==> config.mk <==
export PLATFORM = sky130hd
export DESIGN_NAME = aes_sbox
export DESIGN_NICKNAME = d
export VERILOG_FILES = /design/src/rtl/aes_sbox.sv
export SDC_FILE = /design/constraint.sdc
export NUM_CORES = 1
export LEC_CHECK = 0
export CORE_ASPECT_RATIO = 1.4
export CORE_UTILIZATION = 35
export DETAILED_ROUTE_END_ITERATION = 16
export SYNTH_ARGS = -nofsm -noshare
export SYNTH_HDL_FRONTEND = slang
export SYNTH_SLANG_ARGS = --single-unit
export TNS_END_PERCENT = 1
==> constraint.sdc <==
create_clock -name clk -period 33 [get_ports clk]
set_input_delay 6.6 -clock clk [delete_from_list [all_inputs] [get_ports clk]]
set_output_delay 6.6 -clock clk [all_outputs]
set_load 0.1 [all_outputs]
==> src/rtl/aes_sbox.sv <==
`default_nettype none
// ============================================================================
// Module   : aes_sbox
// Purpose  : AES forward S-box (SubBytes) for one byte. It gives a purely
//            combinational lookup and a registered copy of that lookup.
//            The substitution is computed with GF(2^8) arithmetic: the
//            inverse is x^254 modulo 0x11B, followed by the affine map.
// Ports    : clk   - clock; out_q updates on the rising edge
//            rst   - asynchronous reset, active low; clears out_q
//            in    - byte to substitute
//            out   - S(in), combinational, independent of clk/rst
//            out_q - S(in) registered on the rising edge of clk
// Revision : 1.0 - initial release
// ============================================================================
module aes_sbox (
  input  logic       clk,
  input  logic       rst,
  input  logic [7:0] in,
  output logic [7:0] out,
  output logic [7:0] out_q
);

  localparam logic [7:0] c_POLY_LOW     = 8'h1B;  // x^8 folded back: x^4+x^3+x+1
  localparam logic [7:0] c_AFFINE_CONST = 8'h63;

  // Shift-and-add multiply, reducing after every shift so the running
  // partial product never leaves 8 bits.
  function automatic logic [7:0] gf_mul(input logic [7:0] a, input logic [7:0] b);
    logic [7:0] acc;
    logic [7:0] sh;
    acc = 8'h00;
    sh  = a;
    for (int i = 0; i < 8; i++) begin
      if (b[i]) acc = acc ^ sh;
      sh = {sh[6:0], 1'b0} ^ (sh[7] ? c_POLY_LOW : 8'h00);
    end
    return acc;
  endfunction

  // x^254 = x^2 * x^4 * ... * x^128. Since 0^254 = 0, the zero input maps
  // to zero without a special case.
  function automatic logic [7:0] gf_inv(input logic [7:0] a);
    logic [7:0] p;
    logic [7:0] r;
    p = a;
    r = 8'h01;
    for (int k = 1; k < 8; k++) begin
      p = gf_mul(p, p);
      r = gf_mul(r, p);
    end
    return r;
  endfunction

  // Each output bit i is b_i ^ b_(i+4) ^ b_(i+5) ^ b_(i+6) ^ b_(i+7), all
  // indices mod 8. That equals b XOR its left rotations by 1 to 4.
  function automatic logic [7:0] affine(input logic [7:0] b);
    return b
         ^ {b[6:0], b[7]}
         ^ {b[5:0], b[7:6]}
         ^ {b[4:0], b[7:5]}
         ^ {b[3:0], b[7:4]}
         ^ c_AFFINE_CONST;
  endfunction

  logic [7:0] w_inv;
  logic [7:0] w_sbox;
  logic [7:0] r_out_q;

  always_comb begin
    w_inv  = gf_inv(in);
    w_sbox = affine(w_inv);
  end

  assign out = w_sbox;

  always_ff @(posedge clk or negedge rst) begin
    if (!rst) begin
      r_out_q <= 8'h00;
    end else begin
      r_out_q <= w_sbox;
    end
  end

  assign out_q = r_out_q;

endmodule
`default_nettype wire

# Yosys cells after proc, flatten, opt, wreduce, memory -nomap -nowiden
# Cells that the tools add are included.
dict set report totals {
  out_inout_bits 16
  register_bits 8
  elab_cells 398
}
dict set report op_classes {
  n_bitwise 194
  muxes 203
}
# operator count
set ops {}
lappend ops {{two-way mux 8 bit} 105}
lappend ops {{bitwise XOR 8 bit} 95}
lappend ops {{bitwise XOR 8 x 5 -> 8 bit} 91}
lappend ops {{two-way mux 5 bit} 92}
lappend ops {{two-way mux 7 bit} 1}
lappend ops {{NOT 1 bit (first input constant)} 7}
lappend ops {{two-way mux 6 bit} 1}
lappend ops {{two-way mux 4 bit} 1}
lappend ops {{NOT 4 bit} 1}
lappend ops {{two-way mux 3 bit} 1}
lappend ops {{two-way mux 2 bit} 1}
lappend ops {{two-way mux 1 bit} 1}

# Logic depth before layout (Yosys ltp)
dict set report depth {
  ltp_word 132
  mapped_depth 59
  ltp_nobuf 54
}

# Worst setup path after synthesis
# Ideal clock, no wire load.
dict set report synth_path {
  path_kind {input-to-output}
  start {input port in[0]}
  end {output port out[4]}
  cell_stages 52
  t_arrival_ps 21880
  path_buffers 4
  t_required_ps 26400
  slack_ps 4520
  path_cell_list {ha_1 -> buf_2 -> nand2_1 -> xor2_2 -> inv_1 -> clkbuf_1 -> ha_1 -> clkbuf_1 -> xnor3_1 -> o21ai_0 -> xnor2_1 -> o22ai_1 -> xnor2_1 -> xnor3_1 -> xnor2_1 -> inv_1 -> ha_1 -> xnor2_1 -> [... 16 more ...] -> xnor2_2 -> xnor3_1 -> xnor3_1 -> xnor3_1 -> nand2_1 -> xor2_1 -> xnor3_1 -> xnor3_1 -> buf_4 -> xnor3_1 -> mux2i_1 -> mux2i_1 -> xnor3_1 -> xor2_1 -> xnor2_1 -> xnor2_2 -> xor3_1 -> xnor2_1}
}
dict set report synth_via {
  elab_chain_len 128
}
# element line_no
set synth_lines {}
lappend synth_lines {{start: declaration} 18} ;# input logic [7:0] in,
lappend synth_lines {{two-way mux 8 bit} 34} ;# if (b[i]) acc = acc ^ sh;
lappend synth_lines {{bitwise XOR 8 bit} 34}
lappend synth_lines {{two-way mux 8 bit} 34}
lappend synth_lines {{bitwise XOR 8 bit} 34}
lappend synth_lines {{two-way mux 8 bit} 34}
lappend synth_lines {{bitwise XOR 8 bit} 34}
lappend synth_lines {{two-way mux 8 bit} 34}
lappend synth_lines {{bitwise XOR 8 bit} 34}
lappend synth_lines {{[... 112 more ...]} -}
lappend synth_lines {{bitwise XOR 8 bit} 34}
lappend synth_lines {{two-way mux 8 bit} 34}
lappend synth_lines {{bitwise XOR 8 bit} 34}
lappend synth_lines {{two-way mux 8 bit (*)} 34}
lappend synth_lines {{bitwise XOR 8 bit} 58} ;# ^ {b[6:0], b[7]}
lappend synth_lines {{bitwise XOR 8 bit} 59} ;# ^ {b[5:0], b[7:6]}
lappend synth_lines {{bitwise XOR 8 bit} 60} ;# ^ {b[4:0], b[7:5]}
lappend synth_lines {{bitwise XOR 8 bit (*)} 61} ;# ^ {b[3:0], b[7:4]}
lappend synth_lines {{end: declaration} 19} ;# output logic [7:0] out,
# Mark *: on every way between the ends. The rest lies on a longest branch, timed or not.

# Worst setup path after layout
dict set report layout_path {
  start {input port in[7]}
  end {output port out[4]}
}
dict set report layout_via {
  elab_chain_len 128
}
# element line_no
set layout_lines {}
lappend layout_lines {{two-way mux 5 bit or two-way mux 8 bit (tied branches)} {35, 34}}
lappend layout_lines {{bitwise XOR 8 x 5 -> 8 bit or bitwise XOR 8 bit (tied branches)} {35, 34}}
lappend layout_lines {{bitwise XOR 8 bit or two-way mux 8 bit (tied branches)} 34}
lappend layout_lines {{two-way mux 8 bit or bitwise XOR 8 bit (tied branches)} 34}
lappend layout_lines {{bitwise XOR 8 bit or two-way mux 8 bit (tied branches)} 34}
lappend layout_lines {{two-way mux 8 bit or bitwise XOR 8 bit (tied branches)} 34}
lappend layout_lines {{bitwise XOR 8 bit or two-way mux 8 bit (tied branches)} 34}
lappend layout_lines {{two-way mux 8 bit or bitwise XOR 8 bit (tied branches)} 34}
lappend layout_lines {{[... 112 more ...]} -}
lappend layout_lines {{bitwise XOR 8 bit} 34}
lappend layout_lines {{two-way mux 8 bit} 34}
lappend layout_lines {{bitwise XOR 8 bit} 34}
lappend layout_lines {{two-way mux 8 bit (*)} 34}
lappend layout_lines {{bitwise XOR 8 bit} 58}
lappend layout_lines {{bitwise XOR 8 bit} 59}
lappend layout_lines {{bitwise XOR 8 bit} 60}
lappend layout_lines {{bitwise XOR 8 bit (*)} 61}
# Marks and branches as above.

==> metrics.yaml <==
outcome:
  outcome: "finished, final reports clean"
setup_path:
  critical_path_peak_fanout: 17
  critical_path_required_ps: 26400
  cp-end-kind: "primary output"
  cp-start-kind: "input port"
  criticalPathCategory: "in2out"
  arrival_ps: 24520
  critical-path-max-stage-delay_ps: 770
  crit_top_cell: "xnor2_1"
  crit_path_top_delay_cell: "clkdlybuf4s50_1"
worst_hold_path:
  hold_class: "in2async"
yosys:
  syn_avg_cell_area_um2: 7.77
  netlist_area_mm2: 0.0145
  ys_top_cells_by_area: "xnor2_1, xnor3_1, nor2_1, xor2_1, nand2_1"
  synthXorXnorAreaFrac_pct: 51.0
  synthCells: 1872
  synth_top_area_share_pct: 21.5
  seq_area_frac_synth_pct: 1.38
  ys_types: 100
  synth_compound_area_share_pct: 16.0
  synth_edf_count: 0
  async_flop_share_pct: 100
  synth-simple-area-share_pct: 21.5
  synth_nets: 1889
  synth_area_leader_cell: "xnor2_1"
  yosysWarningCount: 0
  synthMuxAreaShare_pct: 4.20
  yosys_register_bits: 8
  synth_top_family_by_area: "XOR/XNOR gates"
  synth_fa_ha_area_share_pct: 0.602
  synthFlopType: "dfrtp_1"
cts:
  htree_levels: 1
  ctsLongestPathBuffers: 2
  post_cts_buffers: 0
  clock_sinks: 8
  numCtsBuffers: 3
  root_buffer: "clkbuf_16"
  hold_buffers: 0
  cts_resized: 0
  tritoncts: "yes"
  clk_pin_slew_worst_paths_ps: 40
detailed_routing:
  routedWlPerCell_um: 18.5
  via_per_inst: 5.65
  postRouteAntennaNets: 0
  drc: 0
  dr.pass1.iters: 5
  wirelength_um: 44000
  dr.first_iter.drc_count: 979
  vias: 13397
cells_and_area:
  nFillCells: 4244
  antenna_cells: 0
  utilization_pct: 37.5
  num-nets-final: 1852
  largest_reg_flops: 8
  final_common_cell: "xnor2_1"
  syn_to_final_growth_pct: 5.89
  layout_common_cells: "xnor2_1, nor2_1, nand2_1"
  final_layout_size_suffix_gt1_share_pct: 9.33
  final_cell_area_mm2: 0.0154
job:
  max-cap-violations: 0
placement:
  port_buffers: 25
  dpl.hpwl_um: 33000
  place_area_mm2: 0.0153
  globalplace.congestion: 0.942
timing:
  final.min_clock_period_ps: 31120
  worst_pin_slew_ps: 1220
  grt_setup_unrepaired: "no"
  max_slew_margin_pct: 18.0
  setup_viol_count_final: 0
  hold_violations: 0
  maxSlewViolCount: 0
  fmax_ghz: 0.0321
  fin_setup_tns_ps: 0
  period_share_pct: 94.3
global_route:
  grt_pass1_wl_um: 70900
  grt_pass1_vias: 12996
  antenna_found_initial: 0
  grt_overflow: 0
  track_usage_pct: 20.4
  grt_max_degree: 37
floorplanning:
  dieArea_mm2: 0.0424
  die_h_um: 243
  rows: 88
  io_pins: 26
  die-width_um: 174
  start_util_pct: 35.4
  core_area_mm2: 0.0411
==> critical path, delay by kind of cell <==
family	cells	cell delay, ps
buffers and inverters	5	1560
multiplexers	3	840
adder cells (fa/ha/maj)	3	1290
AO/OA/AOI/OAI	10	2740
XOR/XNOR	26	10260
AND/OR/NAND/NOR	7	1200
==> final cells by class <==
class | instances | area [µm²] | share of cell area (%)
multi-input cells | 1712 | 13600 | 88.5
well taps | 540 | 676 | 4.39
repair buffers | 90 | 743 | 4.83
flip-flops and latches | 8 | 200 | 1.30
clock buffers | 3 | 75.1 | 0.488
inverters | 20 | 75.1 | 0.488
==> worst max path at each step <==
stage | startpoint | to | slack, ps
2_1_floorplan | in[0] | out[4] | 4520
5_1_grt | in[7] | out[7] | 500
4_1_cts | in[7] | out[4] | 1510
6_report | in[7] | out[4] | 1880
3_5_place_dp | in[7] | out[4] | 1540
3_3_place_gp | in[7] | out[4] | 2020
==> Yosys cell counts, types with 7 or more instances <==
cell,n
a21oi_1,68
inv_1,15
or3_1,12
and3_1,12
buf_2,25
a211oi_1,13
mux2i_1,46
xnor2_4,7
xnor2_1,357
a22oi_1,12
clkbuf_1,61
nor2_1,271
nand2b_1,9
buf_4,20
nor2b_1,7
o31ai_1,9
o21ai_1,8
nand2_1,188
buf_1,9
and2_1,9
nand3_1,56
nand4_1,12
xor2_1,98
a21o_1,8
buf_6,12
dfrtp_1,8
a31oi_1,19
o211ai_1,15
xnor3_1,96
xnor3_2,13
nor3_1,82
xor3_1,13
o21ai_0,56
mux2_2,12
xnor2_2,14
o22ai_1,30
ha_1,7
o2111ai_1,9
==> through the flow <==
stage,worst slack [ps],hold WS [ps],instances
after floorplan,4520,6300,1872
after global placement,2020,6890,2366
after detailed placement,1540,6900,2366
after CTS,1510,6660,2369
after global routing,497,6670,2373
final,1880,6640,2373
==> metal layers <==
| metal | vias up | GRT usage (%) | part of all wire, % |
|---|---|---|---|
| met1 | 6375 | 23.7 | 40 |
| met5 | - | 0 | 0 |
| met2 | 466 | 38.5 | 52 |
| met3 | 102 | 0.799 | 4.2 |
| met4 | 0 | 8.31 | 3.9 |
| li1 | 6454 | - | - |
==> kinds of logic (layout without fill, tap and decap cells) <==
kind of cell             after synthesis  in the layout
AO/OA/AOI/OAI                        337            337
XOR/XNOR                             608            608
adder cells (fa/ha/maj)                7              7
buffers and inverters                152            113
flip-flops                             8              8
multiplexers                          59             59
AND/OR/NAND/NOR                      701            701
Power is left out: the tool's default activity adds up to more than one toggle a clock period on the data nets, which glitch-free logic cannot reach.
